--- config.mk ---
export PLATFORM = sky130hd
export DESIGN_NAME = req_arbiter_ctrl
export DESIGN_NICKNAME = d
export VERILOG_FILES = /design/src/rtl/arb_pkg.sv /design/src/rtl/prio_pick.sv /design/src/rtl/req_arbiter_ctrl.sv
export SDC_FILE = /design/constraint.sdc
export NUM_CORES = 1
export LEC_CHECK = 0
export BUFFER_PORTS_ARGS = -buffer_cell sky130_fd_sc_hd__buf_4
export CORE_MARGIN = 2
export CORE_UTILIZATION = 51
export DETAILED_ROUTE_END_ITERATION = 10
export GPL_ROUTABILITY_DRIVEN = 0
export PLACE_DENSITY = 0.74
export SYNTH_ARGS = -nofsm -noshare
export SYNTH_HDL_FRONTEND = slang
export SYNTH_SLANG_ARGS = --single-unit
--- constraint.sdc ---
create_clock -name clk -period 1.9 [get_ports clk]
set_input_delay 0.285 -clock clk [delete_from_list [all_inputs] [get_ports clk]]
set_output_delay 0.285 -clock clk [all_outputs]
set_load 0.01 [all_outputs]
--- src/rtl/arb_pkg.sv ---
// Shared types, constants and helpers for the four-requester arbiter.
// Optional ROUND_ROBIN_EN build macro is consumed by req_arbiter_ctrl.
package arb_pkg;

  localparam int NREQ = 4;
  localparam int ID_W = 2;

  typedef enum logic [1:0] {
    IDLE  = 2'd0,
    GRANT = 2'd1,
    TURN  = 2'd2
  } state_t;

  function automatic logic [NREQ-1:0] onehot_from_id(input logic [ID_W-1:0] id);
    logic [NREQ-1:0] v;
    v     = '0;
    v[id] = 1'b1;
    return v;
  endfunction

endpackage

--- src/rtl/prio_pick.sv ---
// Combinational priority pick: searches upward from base with wrap, skipping
// mask_id whenever some other request is pending.
module prio_pick
  import arb_pkg::*;
(
  input  logic [NREQ-1:0] req,
  input  logic [ID_W-1:0] base,
  input  logic            mask_en,
  input  logic [ID_W-1:0] mask_id,
  output logic            found,
  output logic [ID_W-1:0] id
);

  logic [NREQ-1:0] others;
  logic [NREQ-1:0] cand;
  logic [ID_W-1:0] idx;

  // NOTE: every variable gets a default at the top of the block, so no path
  // leaves one unassigned and no latch is inferred.
  always_comb begin
    others = req & ~onehot_from_id(mask_id);
    cand   = (mask_en && (others != '0)) ? others : req;
    found  = |cand;
    id     = '0;
    idx    = '0;
    // Walk from the farthest position back to base; the last hit wins.
    for (int i = NREQ - 1; i >= 0; i--) begin
      idx = base + ID_W'(i);
      if (cand[idx]) id = idx;
    end
  end

endmodule

--- src/rtl/req_arbiter_ctrl.sv ---
// Four-requester arbiter with hold timeout and one-cycle turnaround.
// Define ROUND_ROBIN_EN to rotate the priority base after every grant.
module req_arbiter_ctrl
  import arb_pkg::*;
#(
  parameter int MAX_HOLD = 16,
  parameter int HOLD_W   = 8
) (
  input  logic            clk,
  input  logic            rst_n,
  input  logic [NREQ-1:0] req,
  output logic [NREQ-1:0] grant,
  output logic [ID_W-1:0] grant_id,
  output logic            grant_valid,
  output logic            timeout
);

  state_t            state, state_next;
  logic [HOLD_W-1:0] hold_cnt, hold_next;
  logic              mask_en, mask_en_next;
  logic [ID_W-1:0]   mask_id, mask_id_next;
  logic [ID_W-1:0]   base;
  logic [NREQ-1:0]   grant_next;
  logic [ID_W-1:0]   grant_id_next;
  logic              grant_valid_next;
  logic              timeout_next;
  logic              pick_found;
  logic [ID_W-1:0]   pick_id;
  logic              owner_req;
  logic              hold_done;

  prio_pick u_pick (
    .req     (req),
    .base    (base),
    .mask_en (mask_en),
    .mask_id (mask_id),
    .found   (pick_found),
    .id      (pick_id)
  );

  assign owner_req = req[grant_id];
  assign hold_done = (hold_cnt == HOLD_W'(MAX_HOLD));

`ifdef ROUND_ROBIN_EN
  logic [ID_W-1:0] base_next;

  always_ff @(posedge clk or negedge rst_n) begin
    if (!rst_n) base <= '0;
    else        base <= base_next;
  end

  always_comb begin
    base_next = base;
    if (state == IDLE && pick_found) base_next = pick_id + ID_W'(1);
  end
`else
  assign base = '0;
`endif

  // NOTE: sequential state uses non-blocking assignments so every register
  // samples pre-edge values regardless of process ordering.
  always_ff @(posedge clk or negedge rst_n) begin
    if (!rst_n) state <= IDLE;
    else        state <= state_next;
  end

  always_comb begin
    state_next = state;
    unique case (state)
      IDLE:    if (pick_found) state_next = GRANT;
      GRANT:   if (!owner_req || hold_done) state_next = TURN;
      TURN:    state_next = IDLE;
      default: state_next = IDLE;
    endcase
  end

  // Next values of the registered outputs and bookkeeping.
  always_comb begin
    grant_next       = '0;
    grant_id_next    = '0;
    grant_valid_next = 1'b0;
    timeout_next     = 1'b0;
    hold_next        = hold_cnt;
    mask_en_next     = mask_en;
    mask_id_next     = mask_id;
    unique case (state)
      IDLE: begin
        if (pick_found) begin
          grant_next       = onehot_from_id(pick_id);
          grant_id_next    = pick_id;
          grant_valid_next = 1'b1;
          hold_next        = HOLD_W'(1);
          // Either a different requester won or the masked one was alone.
          mask_en_next     = 1'b0;
        end
      end
      GRANT: begin
        if (!owner_req) begin
          hold_next = hold_cnt;
        end else if (hold_done) begin
          timeout_next = 1'b1;
          mask_en_next = 1'b1;
          mask_id_next = grant_id;
        end else begin
          grant_next       = grant;
          grant_id_next    = grant_id;
          grant_valid_next = 1'b1;
          hold_next        = hold_cnt + HOLD_W'(1);
        end
      end
      TURN: begin
        hold_next = '0;
      end
      default: begin
        hold_next = '0;
      end
    endcase
  end

  always_ff @(posedge clk or negedge rst_n) begin
    if (!rst_n) begin
      grant       <= '0;
      grant_id    <= '0;
      grant_valid <= 1'b0;
      timeout     <= 1'b0;
      hold_cnt    <= '0;
      mask_en     <= 1'b0;
      mask_id     <= '0;
    end else begin
      grant       <= grant_next;
      grant_id    <= grant_id_next;
      grant_valid <= grant_valid_next;
      timeout     <= timeout_next;
      hold_cnt    <= hold_next;
      mask_en     <= mask_en_next;
      mask_id     <= mask_id_next;
    end
  end

endmodule
# Word level (Yosys, flattened, before mapping)
# Cells that the tools add are included.
[op_classes] n_reduce_logical=13 eq_ne=8 mux=37 bitwise=2 add_sub_neg=1 magnitude_cmp=5
[op_table] cell="two-way mux 8 bit" n=3
[op_table] cell="two-way mux 2 bit" n=9
[op_table] cell="two-way mux 4 bit" n=4
[op_table] cell="one-hot mux 8 bit (2 select lines)" n=1
[op_table] cell="two-way mux 1 bit" n=12
[op_table] cell="inequality test 2 bit (second input constant)" n=5
[op_table] cell="less-than comparator 2 x 3 -> 1 bit (second input constant)" n=3
[op_table] cell="adder 8 x 1 -> 8 bit (second input constant)" n=1
[op_table] cell="equality test 8 x 5 -> 1 bit (second input constant)" n=1
[op_table] cell="one-hot mux 2 bit (2 select lines)" n=2
[op_table] cell="one-hot mux 4 bit (2 select lines)" n=1
[op_table] cell="AND reduction 3 bit" n=2
[op_table] cell="bitwise AND 4 bit" n=1
[op_table] cell="demux 1 bit (select 2 bit)" n=2
[op_table] cell=">= comparator 2 x 1 -> 1 bit (second input constant)" n=2
[op_table] cell="inverter 4 bit" n=1
[op_table] cell="one-hot mux 1 bit (2 select lines)" n=2
[op_table] cell="AND reduction 4 bit" n=1
[op_table] cell="nonzero test 4 bit" n=1
[op_table] cell="OR reduction 4 bit" n=1
[op_table] cell="logical AND 1 bit" n=3
[op_table] cell="inequality test 3 bit (second input constant)" n=1
[op_table] cell="binary-select mux 1 bit (select 2 bit)" n=1
[op_table] cell="equality test 2 x 1 -> 1 bit (second input constant)" n=1
[op_table] cell="other kinds (5)" n=5
[word_totals] output_inout_bits=8 regBits=21

# Longest topological paths before layout
# Gate-level depths: netlist of run 1.
[logic_depth] ltp_word=19 ltp_mapped=7 ltp_nobuf=6

# By module
# From an unflattened synthesis of run 1, not the netlist that was laid out.
[hier_totals] cells_unflattened=122 area_unflattened_um2=1198.6
[by_module_without_submodules] module="req_arbiter_ctrl" instances=1 area_each_um2=1011.0 cells_each=95
[by_module_without_submodules] module="prio_pick" instances=1 area_each_um2=187.7 cells_each=27

# Least setup slack after synthesis of run 1
# Ideal clock, no wire load.
[synth_path] path_type="reg-to-reg" startpoint="reg hold_cnt[0]" endpoint="reg grant[1]" setup_ns=0.122 arrival_ns=1.720 path_buffers=1 path_stages_with_launch=8 slack_ns=0.059 path_cell_list="dfrtp_1 inv_1 ha_1 or3b_1 or2_4 and2_4 buf_6 a32o_1"
[synth_between] elab_chain_cells=2
[synth_rtl] item="from (decl)" line_no="req_arbiter_ctrl.sv:19" source="logic [HOLD_W-1:0] hold_cnt, hold_next;"
[synth_rtl] item="from (signal assigned)" line_no="req_arbiter_ctrl.sv:134" source="hold_cnt <= hold_next;"
[synth_rtl] item="equality test 8 x 5 -> 1 bit" line_no="req_arbiter_ctrl.sv:42" source="assign hold_done = (hold_cnt == HOLD_W'(MAX_HOLD));"
[synth_rtl] item="inequality test 3 bit (no source line)"
[synth_rtl] item="to (signal assigned)" line_no="req_arbiter_ctrl.sv:130" source="grant <= grant_next;"
[synth_rtl] item="to (decl)" line_no="req_arbiter_ctrl.sv:12" source="output logic [NREQ-1:0] grant,"
# No other way between the ends.
# A chain may end at the register's enable or synchronous reset.

# Worst setup path after layout of run 1
[layout_path] startpoint="reg hold_cnt[0]" endpoint="reg mask_id[1]"
[layout_between] elab_chain_cells=2
[layout_rtl] item="equality test 8 x 5 -> 1 bit" line_no="req_arbiter_ctrl.sv:42"
[layout_rtl] item="AND reduction 3 bit (no source line)"
[layout_rtl] item="to (signal assigned)" line_no="req_arbiter_ctrl.sv:136" source="mask_id <= mask_id_next;"
[layout_rtl] item="to (decl)" line_no="req_arbiter_ctrl.sv:21" source="logic [ID_W-1:0] mask_id, mask_id_next;"
# No other way between the ends.

==> results of run 1 <==
[sequential cells by signal, indices dropped and copies added (netlist names)]
name	cells
state	2
hold_cnt	8
grant	4
mask_en	1
mask_id	2
grant_id	2
timeout	1
grant_valid	1
[timing repair]
| action | in CTS | in global routing |
|---|---|---|
| endpoints found under the hold margin | 21 | 0 |
| setup endpoints to repair | 0 | 9 |
| buffers inserted | 0 | 5 |
| hold buffers | 1 | 0 |
| gates resized for setup | 0 | 7 |
[kinds of logic after synthesis]
kind of cell,after synthesis
simple gates,38
fa+ha+maj,2
flops,21
mux,5
compound gates,37
buf+inv,9
[where the power goes]
group          total [mW]  switching, mW  leakage, nW  internal [mW]
Combinational       0.804          0.420        0.374          0.384
Sequential          0.640         0.0912        0.280          0.549
Clock               0.216          0.137       0.0177         0.0787
[layout make-up]
type                    count  share of cell area [%]
multi-input cells          82                    42.6
flip-flops and latches     21                    36.8
repair buffers             28                    14.9
clock inverters             1                   0.350
well taps                  28                    2.45
inverters                   5                    1.31
clock buffers               3                    1.58
[routing by layer]
| metal | track usage [%] | up-vias | part of all wire (%) |
|---|---|---|---|
| met5 | 0 | - | 0 |
| met3 | 3.74 | 2 | 5.3 |
| li1 | - | 490 | - |
| met2 | 35.7 | 27 | 49 |
| met1 | 28.9 | 502 | 45 |
| met4 | 6.58 | 0 | 0.52 |
[critical path: stages (launching register included)]
cell     delay, ns
dfrtp_1       0.41
inv_2         0.07
ha_1          0.14
or3b_4        0.38
or2_4         0.29
nor2_4        0.17
mux2_4        0.32
[worst max path at each step]
stage                                 start                 endpoint  slack (ns)  cells after the start
finish              hold_cnt[0]$_DFFE_PN0P_   mask_id[1]$_DFFE_PN0P_        0.02                      6
detailed placement  hold_cnt[0]$_DFFE_PN0P_   mask_id[1]$_DFFE_PN0P_        0.03                      6
global route        hold_cnt[0]$_DFFE_PN0P_   mask_id[1]$_DFFE_PN0P_       -0.03                      6
global placement     mask_id[1]$_DFFE_PN0P_  hold_cnt[0]$_DFFE_PN0P_        0.08                      4
CTS                 hold_cnt[0]$_DFFE_PN0P_   mask_id[1]$_DFFE_PN0P_        0.02                      6
floorplan           hold_cnt[0]$_DFFE_PN0P_     grant[1]$_DFFE_PN0P_        0.06                      7
[cell usage in the layout (no fill, tap or decap), drive strengths merged, types with 2 or more instances in the layout]
cell / count
a21o: 4
clkbuf: 3
nand2: 11
o2bb2ai: 4
ha: 2
dfrtp: 21
mux2: 2
or3b: 2
and2: 2
nor3: 4
nand3: 5
and4: 2
nor2: 4
o21ai: 4
o211ai: 2
o21a: 2
or2: 2
mux2i: 2
a41oi: 7
buf: 27
o31ai: 2
inv: 5
a31oi: 4
==> flow_summary_export.csv, run 1 <==
group,metric,value,unit
synthesis,synth_cells,112,
sta,hold_ws,0.275,ns
sta,period_needed,1.88,ns
synthesis,synth_compound_area_share,24.4,%
synthesis,yosys_warnings,0,
routing,drt.antenna.violating_nets,0,
setup_path,critPathMaxFanout,5,
place,place_hpwl,1.97,mm
hold_path,min_path_cells,3,
floorplanning,num_io_pins,14,
hold_path,hp-start,"req[3]",
floorplanning,rows,17,
final_layout,multi_input_area,609,um2
setup_path,ff2ff_setup_slack,0.02,ns
floorplanning,fp.dieH,51.8,um
sta,fin_skew,0.00384,ns
sta,fmax,0.532,GHz
synthesis,synthTopCellsByArea,"dfrtp_1, a41oi_1, nand2_1",
setup_path,reg2reg_depth,6,
hold_path,min_path_type,"input port to register",
routing,wire_per_inst,15.9,um
clocking,clock_latency,0.31,ns
setup_path,r2r-start,"hold_cnt[0]$_DFFE_PN0P_",
global_routing,grt.overflow.total,0,
synthesis,yosys.area_share.simple,19.2,%
setup_path,worst-setup-path-type,"register to register",
power,p_total,1.66,mW
synthesis,ys_top_cells_by_count,"dfrtp_1, nand2_1, a41oi_1, inv_1, nand3_1",
setup_path,cp-start-kind,"register",
floorplanning,core,2190,um2
final_layout,final-seq-area,526,um2
sta,hold_violations,0,
final_layout,fin_area,1430,um2
clocking,clock_sinks,21,
synthesis,ys_seq_area_share,45.0,%
routing,firstDrtPassIters,4,
final_layout,fill_cells,180,
sta,relSlewSlack,74.5,%
setup_path,crit_path_end_kind,"register",
floorplanning,fp.dieW,51.8,um
power,power_leakage,0.672,nW
floorplanning,die_area,2690,um2
clocking,cts_tree,"done",
routing,vias_per_cell,6.08,
clocking,htreeDepth,1,
clocking,clk_path_buf_depth,2,
sta,layout_setup_ws,0.0203,ns
place,place_ws,0.0325,ns
synthesis,synth_top_family_by_area,"compound AO/OA/AOI/OAI gates",
final_layout,antennaDiodeCount,0,
sta,tightest_slew,0.379,ns
synthesis,syn_avg_cell_area,10.4,um2
sta,tns,0,ns
final_layout,fin_cells,168,
sta,setup_viol_count_final,0,
clocking,clk_pin_slew,0.12,ns
routing,drc,0,
setup_path,arrival,2.08,ns
synthesis,synth_top_cell_area_share,45.0,%
global_routing,grt_max_degree,22,
synthesis,ys_ff_latch,21,
routing,drt_iter0_markers,30,
outcome,outcome,"completed",
hold_path,hold_path_end,"grant[3]$_DFFE_PN0P_",
global_routing,grt.total_usage,21.6,%
global_routing,grt_pass1_vias,908,
routing,dr_total_vias,1021,
setup_path,cp.required,2.11,ns
synthesis,synthesis.area,1170,um2
routing,detail_route.wirelength,2.68,mm
final_layout,syn_to_final_growth,22.4,%
power,vdd_ir_drop_max,1040,uV
sta,finalMaxSlewViolations,0,
job,maxCapViolCount,0,
final_layout,drive_gt1_share,33.6,%
place,place_inst,158,
synthesis,synth_xor_area_share,0,%
clocking,numCtsBuffers,3,
synthesis,yosys.cell_types.count,44,
global_routing,antenna_found_initial,0,
synthesis,muxShareOfSynthArea,5.57,%
synthesis,synthAdderAreaFrac,2.14,%
sta,rsz0062_at_grt,"true",
clocking,clockRootBuffer,"clkbuf_4",
sta,period_share,98.9,%
final_layout,num-nets-final,149,
final_layout,final_util,65.2,%
synthesis,synthesis.nets,120,
synthesis,synthArstFlopShare,100,%
power,power_per_cell_area,1160,nW/um2
synthesis,yosysMostFrequentCell,"dfrtp_1",
setup_path,timing.rr.end,"mask_id[1]$_DFFE_PN0P_",
global_routing,grt_pass1_wl,4.28,mm
floorplanning,initial_core_util,53.3,%
place,post_dp_cell_area,1340,um2
place,port_buffers,13,
synthesis,ys.flop_type,"dfrtp_1",
synthesis,synth_area_leader_cell,"dfrtp_1",
synthesis,synth-edff-count,0,
Note: power is estimated with default switching activity, not from simulation.
==> inputs of run 2 (changes only) <==
==> constraint.sdc (replaced) <==
create_clock -name clk -period 1.9 [get_ports clk]
set_input_delay 0.38 -clock clk [delete_from_list [all_inputs] [get_ports clk]]
set_output_delay 0.38 -clock clk [all_outputs]
set_load 0.01 [all_outputs]
==> run 2 against run 1 <==
  * Die area stayed put
  * Final cell count is 1.2% lower
  * Global-route usage is 0.64 points lower
  * Sequential share of layout area is 0.46 points higher
  * Routed wire length is 6.9% lower
  * First-iteration DRC count is 23% higher
  * Via count hardly changed
  * Largest cell class unchanged
  * Highest routed layer unchanged
==> flow_summary_export.csv, run 2 (synthesis results as in run 1) <==
group,metric,value,unit
floorplanning,num_io_pins,14,
sta,hold_violations,0,
final_layout,num-nets-final,147,
final_layout,largest_reg_flops,8,
floorplanning,initial_core_util,53.3,%
setup_path,r2r-start,"hold_cnt[5]$_DFFE_PN0P_",
clocking,clockRootBuffer,"clkbuf_4",
setup_path,reg2reg_depth,4,
sta,tns,0,ns
final_layout,final_common_cell,"buf_4",
setup_path,crit_path_end_kind,"register",
final_layout,drive_gt1_share,31.9,%
setup_path,timing.rr.end,"mask_id[0]$_DFFE_PN0P_",
sta,relSlewSlack,59.6,%
routing,firstDrtPassIters,4,
global_routing,grt.total_usage,21.0,%
place,place_ws,0.0577,ns
final_layout,antennaDiodeCount,0,
outcome,outcome,"completed",
place,place_hpwl,1.76,mm
global_routing,grt_pass1_vias,889,
setup_path,arrival,2.05,ns
global_routing,grt.overflow.total,0,
setup_path,ff2ff_setup_slack,0.05,ns
routing,drt_iter0_markers,37,
sta,fin_skew,0.00994,ns
final_layout,reg_top3,"hold_cnt (8), grant (4)",
setup_path,cp.required,2.10,ns
clocking,clock_latency,0.31,ns
routing,drc,0,
floorplanning,fp.dieH,51.8,um
floorplanning,rows,17,
place,place_inst,157,
sta,layout_setup_ws,0.0460,ns
final_layout,layout_common_cells,"buf_4, dfrtp_1, nand2_1",
floorplanning,die_area,2690,um2
final_layout,fill_cells,186,
clocking,htreeDepth,1,
routing,drt.antenna.violating_nets,0,
clocking,clk_pin_slew,0.13,ns
setup_path,worst-setup-path-type,"register to register",
clocking,clock_sinks,21,
sta,period_needed,1.85,ns
setup_path,crit_path_end,"mask_id[0]$_DFFE_PN0P_",
clocking,numCtsBuffers,3,
setup_path,cp-startpoint,"hold_cnt[5]$_DFFE_PN0P_",
global_routing,antenna_found_initial,0,
final_layout,regMostFlops,"hold_cnt",
job,maxCapViolCount,0,
place,port_buffers,13,
power,vdd_ir_drop_max,920,uV
setup_path,critPathMaxFanout,5,
sta,fmax,0.539,GHz
power,power_per_cell_area,1160,nW/um2
routing,wire_per_inst,15.0,um
sta,hold_ws,0.351,ns
power,power_leakage,0.666,nW
setup_path,cp-start-kind,"register",
sta,period_share,97.6,%
global_routing,grt_max_degree,22,
final_layout,final_util,64.4,%
sta,finalMaxSlewViolations,0,
routing,detail_route.wirelength,2.49,mm
routing,vias_per_cell,6.16,
floorplanning,core,2190,um2
hold_path,min_path_type,"input port to register",
final_layout,fin_cells,166,
sta,setup_viol_count_final,0,
routing,dr_total_vias,1022,
global_routing,grt_pass1_wl,4.20,mm
clocking,cts_tree,"done",
hold_path,hp-start,"req[3]",
sta,tightest_slew,0.603,ns
floorplanning,fp.dieW,51.8,um
clocking,clk_path_buf_depth,2,
final_layout,syn_to_final_growth,20.9,%
## run 2: final cells by class
cell class	instances	area [um2]	share of cell area (%)
Tap cell	28	35.0	2.48
Timing Repair Buffer	26	198	14.0
Clock buffer	3	22.5	1.60
Clock inverter	1	5.00	0.355
Multi-Input combinational cell	82	607	43.0
Sequential cell	21	526	37.2
Inverter	5	18.8	1.33
## run 2: report_power, final
group          leakage (nW)  switching, mW  internal [mW]
combinational         0.368          0.412          0.372
sequential            0.280         0.0863          0.549
clock                0.0177          0.142         0.0785
## run 2: critical path, stage by stage (launching register included)
cell,delay (ns)
dfrtp_1,0.42
or4b_4,0.56
or2_4,0.30
nor2_4,0.12
mux2_2,0.34
## run 2: worst min path at each step
stage	slack [ns]	endpoint	depth (start not counted)
floorplan	0.08	grant[0]$_DFFE_PN0P_	0
global placement	0.28	hold_cnt[3]$_DFFE_PN0P_	1
detailed placement	0.28	hold_cnt[5]$_DFFE_PN0P_	1
CTS	0.34	grant[3]$_DFFE_PN0P_	3
global route	0.34	grant[3]$_DFFE_PN0P_	3
finish	0.35	grant[3]$_DFFE_PN0P_	3
## run 2: metrics by stage
stage	power, mW	instance area, um2
after global routing	1.76	1410
after floorplan	1.10	1170
final	1.64	1410
after CTS	1.59	1370
after detailed placement	1.37	1340
after global placement	1.35	1340
## run 2: per-layer routing
layer	vias to the layer above	GRT usage, %	wire length, um
li1	486	-	-
met1	501	31.5	1200
met2	33	30.4	1150
met3	2	3.45	122
met4	0	7.46	13
met5	-	0	0
## run 2: repair_timing
item / 4_1_cts / 5_1_grt
hold endpoints to repair: 21 / 0
hold buffers: 1 / 0
endpoints found under the setup margin: 0 / 8
gates resized for setup: 0 / 4
buffers inserted: 0 / 4
==> inputs of run 3 (changes only) <==
--- a/config.mk
+++ b/config.mk
@@ -7,10 +7,12 @@
 export LEC_CHECK = 0
 export BUFFER_PORTS_ARGS = -buffer_cell sky130_fd_sc_hd__buf_4
 export CORE_MARGIN = 2
-export CORE_UTILIZATION = 51
+export CORE_UTILIZATION = 54
+export CTS_BUF_LIST = sky130_fd_sc_hd__clkbuf_4
 export DETAILED_ROUTE_END_ITERATION = 10
 export GPL_ROUTABILITY_DRIVEN = 0
-export PLACE_DENSITY = 0.74
+export PLACE_DENSITY_LB_ADDON = 0.15
 export SYNTH_ARGS = -nofsm -noshare
 export SYNTH_HDL_FRONTEND = slang
+export SYNTH_HIERARCHICAL = 1
 export SYNTH_SLANG_ARGS = --single-unit
==> run 3 against run 2 <==
  * The flow now finishes with violations (setup timing)
  * Area after synthesis rose by 2.7%
  * Hold slack gained 0.13 ns
  * Fmax decreased by 19%
  * Final cell count up 27%
  * Register-to-register slack worse by 0.44 ns
  * Sequential share of layout area shrank 7.7 points
  * Design area is 26% higher
  * Flip-flop and latch count did not move
  * Routed wire length grew 54%
  * Utilization rose by 19 points
  * Clock skew shrank 0.0080 ns
==> flow_summary_export.csv, run 3 <==
group,metric,value,unit
routing,dr_total_vias,1290,
sta,layout_setup_ws,-0.392,ns
clocking,numCtsBuffers,3,
power,power_per_cell_area,1120,nW/um2
floorplanning,num_io_pins,14,
clocking,clockRootBuffer,"clkbuf_4",
synthesis,yosys.cell_types.count,46,
global_routing,grt_max_degree,22,
power,vdd_ir_drop_max,902,uV
sta,hold_violations,0,
final_layout,regMostFlops,"hold_cnt",
place,place_hpwl,2.17,mm
floorplanning,core,2150,um2
setup_path,cp-start-kind,"register",
synthesis,yosys_warnings,6,
synthesis,synthesis.area,1200,um2
power,power_leakage,0.845,nW
routing,detail_route.wirelength,3.83,mm
final_layout,num-nets-final,192,
global_routing,antenna_found_initial,0,
job,maxCapViolCount,0,
final_layout,fin_area,1780,um2
place,post_dp_cell_area,1560,um2
final_layout,largest_reg_flops,8,
outcome,violations,"setup timing",
synthesis,synth_top_cell_area_share,43.8,%
sta,fin_skew,0.00189,ns
setup_path,ff2ff_setup_slack,-0.39,ns
global_routing,grt_pass1_wl,5.02,mm
synthesis,synthTopCellsByArea,"dfrtp_1, nand2_1, a21oi_1",
global_routing,grt_pass1_vias,1173,
final_layout,final_util,82.9,%
synthesis,syn_avg_cell_area,9.83,um2
routing,vias_per_cell,6.11,
final_layout,drive_gt1_share,44.3,%
setup_path,worst-setup-path-type,"register to register",
synthesis,ys_ff_latch,21,
setup_path,cp.required,2.11,ns
synthesis,ys_seq_area_share,43.8,%
sta,finalMaxSlewViolations,0,
clocking,clk_pin_slew,0.11,ns
floorplanning,fp.dieH,51.1,um
final_layout,reg_top3,"hold_cnt (8), grant (4)",
synthesis,synth_area_leader_cell,"dfrtp_1",
routing,firstDrtPassIters,4,
floorplanning,die_area,2610,um2
setup_path,arrival,2.50,ns
final_layout,syn_to_final_growth,48.6,%
sta,period_needed,2.29,ns
synthesis,ys_top_cells_by_count,"dfrtp_1, nand2_1, a21oi_1, inv_1",
clocking,cts_tree,"done",
sta,fmax,0.436,GHz
place,place_ws,-0.352,ns
setup_path,crit_path_end_kind,"register",
clocking,clk_path_buf_depth,2,
hold_path,min_path_type,"input port to asynchronous set/reset pin",
floorplanning,initial_core_util,55.8,%
sta,setup_viol_count_final,18,
synthesis,synth_cells,122,
outcome,outcome,"complete, but fails checks",
global_routing,grt.overflow.total,0,
synthesis,yosysMostFrequentCell,"dfrtp_1",
final_layout,antennaDiodeCount,0,
clocking,clock_sinks,21,
routing,drc,0,
final_layout,final_common_cell,"buf_4",
setup_path,critPathMaxFanout,3,
global_routing,grt.total_usage,25.7,%
power,p_total,2.00,mW
synthesis,synthArstFlopShare,100,%
routing,drt.antenna.violating_nets,0,
floorplanning,rows,17,
clocking,htreeDepth,1,
sta,rsz0062_at_grt,"true",
sta,period_share,121,%
sta,hold_ws,0.477,ns
synthesis,synth-edff-count,0,
synthesis,ys.flop_type,"dfrtp_1",
clocking,clock_latency,0.31,ns
final_layout,layout_common_cells,"buf_4, dfrtp_1, nand2_1",
routing,drt_iter0_markers,75,
routing,wire_per_inst,18.2,um
place,port_buffers,13,
floorplanning,fp.dieW,51.1,um
-- run 3: through the flow --
| stage | TNS [ns] | cells |
|---|---|---|
| floorplan | -1.34 | 129 |
| global placement | -2.18 | 196 |
| detailed placement | -3.10 | 196 |
| CTS | -2.88 | 204 |
| global route | -5.36 | 211 |
| finish | -4.62 | 211 |
-- run 3: per-layer routing --
| layer | global-route usage [%] | part of all wire, % |
|---|---|---|
| met5 | 0 | 0 |
| met4 | 11.3 | 4.6 |
| met3 | 2.63 | 5.7 |
| met2 | 43.7 | 51 |
| met1 | 33.1 | 39 |
-- run 3: worst max-delay path, cell delays in order, from the launching register on --
cell     delay (ns)
dfrtp_1        0.43
inv_2          0.10
ha_4           0.13
or4b_4         0.46
or3_4          0.35
a311o_4        0.40
mux2_4         0.31
-- run 3: worst paths after layout --
kind                                              start  depth (start not counted)                      end
worst max-delay path            hold_cnt[1]$_DFFE_PN0P_                          6  hold_cnt[0]$_DFFE_PN0P_
worst min-delay path                              rst_n                          2  hold_cnt[1]$_DFFE_PN0P_
worst max register to register  hold_cnt[1]$_DFFE_PN0P_                          6  hold_cnt[0]$_DFFE_PN0P_
worst min register to register     grant[3]$_DFFE_PN0P_                          1     grant[3]$_DFFE_PN0P_
max in group asynchronous                         rst_n                          2  hold_cnt[2]$_DFFE_PN0P_
min in group clk                   grant[3]$_DFFE_PN0P_                          1     grant[3]$_DFFE_PN0P_
-- run 3: timing repair --
action | in CTS | in global routing
setup buffers | 3 | 8
endpoints found under the hold margin | 21 | 0
endpoints found under the setup margin | 18 | 18
pin swaps | 4 | 5
resized for setup | 4 | 22
hold buffers | 1 | 0
-- run 3: cell type report --
| class | instances | area (um2) |
|---|---|---|
| fillers | 130 | 367 |
| well taps | 28 | 35.0 |
| inverters | 7 | 26.3 |
| multi-input cells | 99 | 759 |
| clock buffers | 3 | 22.5 |
| clock inverters | 1 | 5.00 |
| flip-flops and latches | 21 | 526 |
| repair buffers | 52 | 408 |
-- run 3: logic make-up (layout without fill, tap and decap cells) --
group                      Yosys count  count (layout)  synth area share [%]
muxes                                5               5                  5.84
adders and majority gates            2               2                  2.09
and+or+nand+nor                     51              51                  24.4
AOI/OAI and AO/OA                   33              33                  20.7
DFF                                 21              21                  43.8
other                                1               8                 0.313
buffers and inverters                9              63                  2.82
-- run 3: where the power goes --
part	total, mW	internal (mW)	switching, mW
registers	0.684	0.550	0.134
logic	1.10	0.577	0.525
clock network	0.215	0.0788	0.136
total	2.00	1.21	0.796
